<file path="src/rtl/mac_pkg.sv">
// Shared definitions for the multiply-accumulate sequencer: state encoding,
// default widths and the number of operand pairs per dot product.
package mac_pkg;

  localparam int WIDTH_DEF     = 8;
  localparam int ACC_WIDTH_DEF = 18;
  localparam int PAIR_COUNT    = 4;
  localparam int SEL_W         = 2;

  typedef enum logic [2:0] {
    ST_IDLE = 3'd0,
    ST_LOAD = 3'd1,
    ST_MUL  = 3'd2,
    ST_ACC  = 3'd3,
    ST_DONE = 3'd4
  } state_t;

endpackage

</file>
<file path="src/rtl/seq_mult.sv">
// Shift-add unsigned multiplier datapath: one partial product per step,
// fixed WIDTH steps per operand pair regardless of operand values.
module seq_mult #(
  parameter int WIDTH = 8
) (
  input  logic               clk,
  input  logic               rst,
  input  logic               i_load,
  input  logic               i_step,
  input  logic [WIDTH-1:0]   i_a,
  input  logic [WIDTH-1:0]   i_b,
  output logic [2*WIDTH-1:0] o_product,
  output logic               o_last
);

  localparam int CNT_W = $clog2(WIDTH + 1);

  logic [2*WIDTH-1:0] r_mcand;
  logic [WIDTH-1:0]   r_mplier;
  logic [2*WIDTH-1:0] r_product;
  logic [CNT_W-1:0]   r_cnt;

  // NOTE: these are plain registers, not a memory array, so clearing them on
  // reset is cheap and makes a mid-operation abort leave no stale state.
  always_ff @(posedge clk or posedge rst) begin
    if (rst) begin
      r_mcand   <= '0;
      r_mplier  <= '0;
      r_product <= '0;
      r_cnt     <= '0;
    end else if (i_load) begin
      r_mcand   <= {{WIDTH{1'b0}}, i_a};
      r_mplier  <= i_b;
      r_product <= '0;
      r_cnt     <= '0;
    end else if (i_step) begin
      // NOTE: non-blocking updates mean the add below sees the pre-shift
      // multiplicand, matching "add first, then shift" within one cycle.
      if (r_mplier[0]) r_product <= r_product + r_mcand;
      r_mcand  <= r_mcand << 1;
      r_mplier <= r_mplier >> 1;
      r_cnt    <= r_cnt + CNT_W'(1);
    end
  end

  assign o_product = r_product;
  // High during the WIDTH-th step, so the caller can leave MUL on that edge.
  assign o_last    = (r_cnt == CNT_W'(WIDTH - 1));

endmodule

</file>
<file path="src/rtl/mac_sequencer.sv">
// Dot-product controller: steps the shared operand-mux select through four
// pairs, multiplies each with seq_mult and accumulates into the result.
module mac_sequencer
  import mac_pkg::*;
#(
  parameter int WIDTH     = WIDTH_DEF,
  parameter int ACC_WIDTH = ACC_WIDTH_DEF
) (
  input  logic                 clk,
  input  logic                 rst,
  input  logic                 start,
  input  logic [WIDTH-1:0]     xin,
  input  logic [WIDTH-1:0]     win,
  output logic [SEL_W-1:0]     sel,
  output logic                 busy,
  output logic                 done,
  output logic [ACC_WIDTH-1:0] result
);

  state_t r_state;
  state_t w_next_state;

  logic [SEL_W-1:0]     r_sel;
  logic [ACC_WIDTH-1:0] r_acc;
  logic [ACC_WIDTH-1:0] r_result;
  logic [ACC_WIDTH-1:0] w_acc_next;
  logic [2*WIDTH-1:0]   w_product;
  logic                 w_last;
  logic                 w_load;
  logic                 w_step;
  logic                 w_last_pair;

  assign w_last_pair = (r_sel == SEL_W'(PAIR_COUNT - 1));
  assign w_acc_next  = r_acc + ACC_WIDTH'(w_product);

  seq_mult #(.WIDTH(WIDTH)) u_mult (
    .clk      (clk),
    .rst      (rst),
    .i_load   (w_load),
    .i_step   (w_step),
    .i_a      (xin),
    .i_b      (win),
    .o_product(w_product),
    .o_last   (w_last)
  );

  always_ff @(posedge clk or posedge rst) begin
    if (rst) r_state <= ST_IDLE;
    else     r_state <= w_next_state;
  end

  // NOTE: default assignment first keeps this combinational block latch-free.
  always_comb begin
    w_next_state = ST_IDLE;
    case (r_state)
      ST_IDLE: w_next_state = start ? ST_LOAD : ST_IDLE;
      ST_LOAD: w_next_state = ST_MUL;
      ST_MUL:  w_next_state = w_last ? ST_ACC : ST_MUL;
      ST_ACC:  w_next_state = w_last_pair ? ST_DONE : ST_LOAD;
      ST_DONE: w_next_state = ST_IDLE;
      default: w_next_state = ST_IDLE;
    endcase
  end

  always_comb begin
    w_load = 1'b0;
    w_step = 1'b0;
    busy   = 1'b0;
    done   = 1'b0;
    case (r_state)
      ST_LOAD: begin w_load = 1'b1; busy = 1'b1; end
      ST_MUL:  begin w_step = 1'b1; busy = 1'b1; end
      ST_ACC:  busy = 1'b1;
      ST_DONE: begin busy = 1'b1; done = 1'b1; end
      default: ;
    endcase
  end

  // Result is captured on entry to DONE so it is already valid while done=1.
  always_ff @(posedge clk or posedge rst) begin
    if (rst) begin
      r_sel    <= '0;
      r_acc    <= '0;
      r_result <= '0;
    end else begin
      case (r_state)
        ST_IDLE: if (start) begin
          r_sel    <= '0;
          r_acc    <= '0;
          r_result <= '0;
        end
        ST_ACC: begin
          r_acc <= w_acc_next;
          if (w_last_pair) r_result <= w_acc_next;
          else             r_sel    <= r_sel + SEL_W'(1);
        end
        ST_DONE: r_sel <= '0;
        default: ;
      endcase
    end
  end

  assign sel    = r_sel;
  assign result = r_result;

endmodule

</file>
<file path="config.mk">
export PLATFORM = sky130hd
export DESIGN_NAME = mac_sequencer
export DESIGN_NICKNAME = d
export VERILOG_FILES = /design/src/rtl/mac_pkg.sv /design/src/rtl/seq_mult.sv /design/src/rtl/mac_sequencer.sv
export SDC_FILE = /design/constraint.sdc
export NUM_CORES = 1
export LEC_CHECK = 0
export CORE_MARGIN = 2
export CORE_UTILIZATION = 55
export DETAILED_ROUTE_END_ITERATION = 8
export DONT_BUFFER_PORTS = 1
export MAX_ROUTING_LAYER = met4
export PLACE_DENSITY = 0.73
export SLEW_MARGIN = 0
export SYNTH_ARGS = -nofsm -noshare
export SYNTH_HDL_FRONTEND = slang
export SYNTH_SLANG_ARGS = --single-unit
</file>
<file path="constraint.sdc">
create_clock -name clk -period 2.63 [get_ports clk]
set_input_delay 0.526 -clock clk [delete_from_list [all_inputs] [get_ports clk]]
set_output_delay 0.526 -clock clk [all_outputs]
set_load 0.05 [all_outputs]
</file>
==> results.py <==
metrics = {
    "grt": {
        "grt_first_pass_wirelength_mm": 18.7,
        "grt_overflow": 0,
        "antenna_found_initial": 0,
        "grt_pass1_vias": 4030,
        "globalRouteTotalUtil": 0.241,
        "grt_max_degree": 34,
    },
    "synth": {
        "synth-seq-cells": 85,
        "synth.area.top_cells": "dfrtp_1 (43%), ha_1 (8.4%), nand2_1 (5.8%), o21ai_0 (4.6%), a22o_1 (3.5%)",
        "ys.flop_type": "dfrtp_1",
        "yosysUniqueCellTypes": 62,
        "synth_edf_count": 0,
        "synth.largest_area_cell": "dfrtp_1",
        "ys_warn_count": 0,
        "async_reset_ff_frac": 1.00,
        "netlist_instances": 523,
        "seq_area_frac_synth": 0.431,
        "synthesis.area_um2": 4940,
        "synth_top_cell_area_share": 0.431,
        "syn_avg_cell_area_um2": 9.44,
        "syn_nets": 577,
    },
    "detailed_routing": {
        "drt_first_pass_iters": 4,
        "vias": 3926,
        "routedWlPerCell_um": 16.9,
        "ant_nets": 0,
        "avgViaCountPerCell": 6.13,
        "drc": 0,
        "drt_iter0_drc": 148,
        "finalWirelength_mm": 10.8,
    },
    "worst_setup_path": {
        "r2r_cells": 9,
        "cpMaxStageDelayCell": "dfrtp_1",
        "reg2reg_from": "u_mult.o_product[0]",
        "crit_chain": "ha_1, inv_1, fa_1, nand2b_1, a211oi_2, o21ai_0, a21boi_1, o21ai_0, a32o_1",
        "crit_type": "flip-flop to flip-flop",
        "cp-endpoint": "r_acc[10]",
        "critPathLaunchType": "flip-flop",
        "end_kind": "flip-flop",
        "required_ns": 2.88,
        "r2r_slack_ns": 0.16,
        "critical-path-max-stage-delay_ns": 0.38,
        "r2r_end": "r_acc[10]",
        "path_max_fanout": 3,
        "cp.arrival_ns": 2.72,
        "cp_common_cell": "o21ai_0",
        "crit_start": "u_mult.o_product[0]",
    },
    "floorplan": {
        "io_pins": 41,
        "fp.dieW_um": 98.7,
        "core_um2": 8720,
        "fp.dieH_um": 98.7,
        "start_util": 0.566,
        "die-area_um2": 9750,
        "rows": 34,
    },
    "sta": {
        "fin_skew_ns": 0.0117,
        "whs_ns": 0.107,
        "setup_violations": 0,
        "slew_headroom": 0.573,
        "fin_crit_ns": 2.47,
        "period_share": 0.939,
        "fmaxAchievable_ghz": 0.405,
        "slew_violations": 0,
        "hold_viol_final": 0,
        "worst_pin_slew_ns": 0.640,
    },
    "clocking": {
        "clkSinkCount": 85,
        "numCtsBuffers": 9,
        "path_clk_slew_ns": 0.09,
        "cts_buffer_depth": 2,
        "cts_tree": "built",
        "ctsHtreeMaxLevel": 3,
        "postCtsHoldBufs": 0,
        "insertion_delay_ns": 0.36,
        "cts-root-buf": "clkbuf_8",
    },
    "power": {
        "irDropWorstVdd_mv": 0.579,
        "powerDensity_nw_per_um2": 1160,
        "p_leak_uw": 0.00254,
    },
    "place": {
        "dp_hpwl_mm": 7.96,
        "dpl_cell_area_um2": 5110,
        "port-buffer-count": 0,
        "place_congestion": 0.929,
    },
    "cells_and_area": {
        "final_util": 0.614,
        "insertedDiodeCount": 0,
        "drive_gt1_frac": 0.0865,
        "nets": 581,
        "design_area_um2": 5360,
        "syn_to_final_growth_pct": 8.49,
    },
    "min_path": {
        "holdCritPathClass": "primary input to asynchronous set/reset pin",
    },
    "flow_run": {
        "maxCapViolations": 0,
    },
    "status": {
        "outcome": "finished, final reports clean",
    },
}
Yosys cell counts, types with 5 or more instances:
cell type / instances
a211oi_1: 5
a21o_1: 7
a21oi_1: 28
a22o_1: 20
a22oi_1: 9
a31oi_1: 8
clkbuf_1: 17
dfrtp_1: 85
ha_1: 33
inv_1: 15
mux2i_1: 7
nand2_1: 76
nand2b_1: 6
nand3_1: 24
nor2_1: 24
o211ai_1: 6
o21a_1: 8
o21ai_0: 45
o31ai_1: 7
xnor2_1: 15
xor2_1: 8
final cells by class:
cell class	instances	area (um2)
sequential	85	2130
tap	108	135
fill	707	3360
clock inverter	5	82.6
timing repair buffer	15	125
multi-input combinational	401	2680
inverter	15	60.1
clock buffer	11	151
layer usage:
| metal | wire (um) | global-route usage | share of wire | vias up |
|---|---|---|---|---|
| met4 | 259 | 0.102 | 0.024 | 0 |
| met2 | 4880 | 0.360 | 0.45 | 120 |
| met1 | 5100 | 0.326 | 0.47 | 1866 |
| met5 | 0 | - | 0 | - |
| li1 | - | - | - | 1914 |
| met3 | 558 | 0.0411 | 0.052 | 26 |
registers in the layout, summed over array words and instances, names as in the netlist:
name and cells:
r_acc 18, result 18, u_mult.o_product 16, u_mult.r_mcand 16
u_mult.r_mplier 8, u_mult.r_cnt 4, r_state 3, sel 2
worst min path at each step:
stage / startpoint / end / slack (ns) / cells after the start
CTS: rst / u_mult.r_cnt[2] / 0.12 / 1
global route: rst / u_mult.r_cnt[1] / 0.15 / 1
finish: rst / u_mult.r_cnt[1] / 0.11 / 1
global placement: u_mult.r_mplier[1] / u_mult.r_mplier[1] / 0.46 / 2
detailed placement: u_mult.r_mplier[1] / u_mult.r_mplier[1] / 0.47 / 2
floorplan: u_mult.r_mplier[1] / u_mult.r_mplier[1] / 0.45 / 2
timing repair:
item / 4_1_cts / 5_1_grt
setup buffers: 0 / 1
endpoints found under the hold margin: 0 / 0
setup endpoints to repair: 0 / 8
gates resized for setup: 0 / 2
metrics by stage:
stage / instances / worst slack, ns / setup TNS, ns / total power, uW
after floorplan: 523 / 0.433 / 0 / 4460
after detailed placement: 623 / 0.0685 / 0 / 5150
after global routing: 640 / -0.0311 / -0.0678 / 6710
final: 640 / 0.161 / 0 / 6240
after CTS: 639 / 0.0449 / 0 / 6230
after global placement: 623 / 0.169 / 0 / 5040
where the power goes:
group,internal (uW),switching [uW]
sequential,1760,579
clock,589,490
combinational,1130,1700
worst max-delay path, delay by kind of cell, from the launching register on:
family                     cells  cell delay, ns
buffers and inverters          1            0.06
AOI/OAI and AO/OA              5            1.13
DFF                            1            0.38
and+or+nand+nor                1            0.21
adders and majority gates      2            0.57
cells by family (layout without fill, tap and decap cells):
| family | after synthesis | count (layout) | synth area share |
|---|---|---|---|
| flops | 85 | 85 | 0.431 |
| fa+ha+maj | 35 | 35 | 0.0917 |
| compound gates | 171 | 171 | 0.236 |
| xor+xnor | 23 | 23 | 0.0408 |
| simple gates | 164 | 164 | 0.154 |
| mux | 8 | 8 | 0.0165 |
| buf+inv | 37 | 46 | 0.0304 |
placed cells by master (no fill, tap or decap), types with 3 or more instances in the layout:
| cell | instances |
|---|---|
| o211ai_1 | 6 |
| dfrtp_1 | 85 |
| a22oi_1 | 9 |
| nand2_1 | 76 |
| clkbuf_8 | 11 |
| o21ai_0 | 45 |
| a32o_1 | 3 |
| and2_1 | 4 |
| xnor2_1 | 15 |
| nand3_1 | 24 |
| a21o_1 | 7 |
| nor3_1 | 3 |
| nand2b_1 | 6 |
| o21bai_1 | 3 |
| a22o_1 | 20 |
| nand4_1 | 3 |
| inv_1 | 14 |
| nor2b_1 | 4 |
| a21oi_1 | 28 |
| a211oi_1 | 4 |
| o31ai_1 | 7 |
| mux2i_1 | 7 |
| and3_1 | 3 |
| ha_1 | 33 |
| o21a_1 | 8 |
| nor2_1 | 24 |
| xor2_1 | 8 |
| buf_4 | 14 |
| a31oi_1 | 8 |
(Power assumes the default switching activity.)
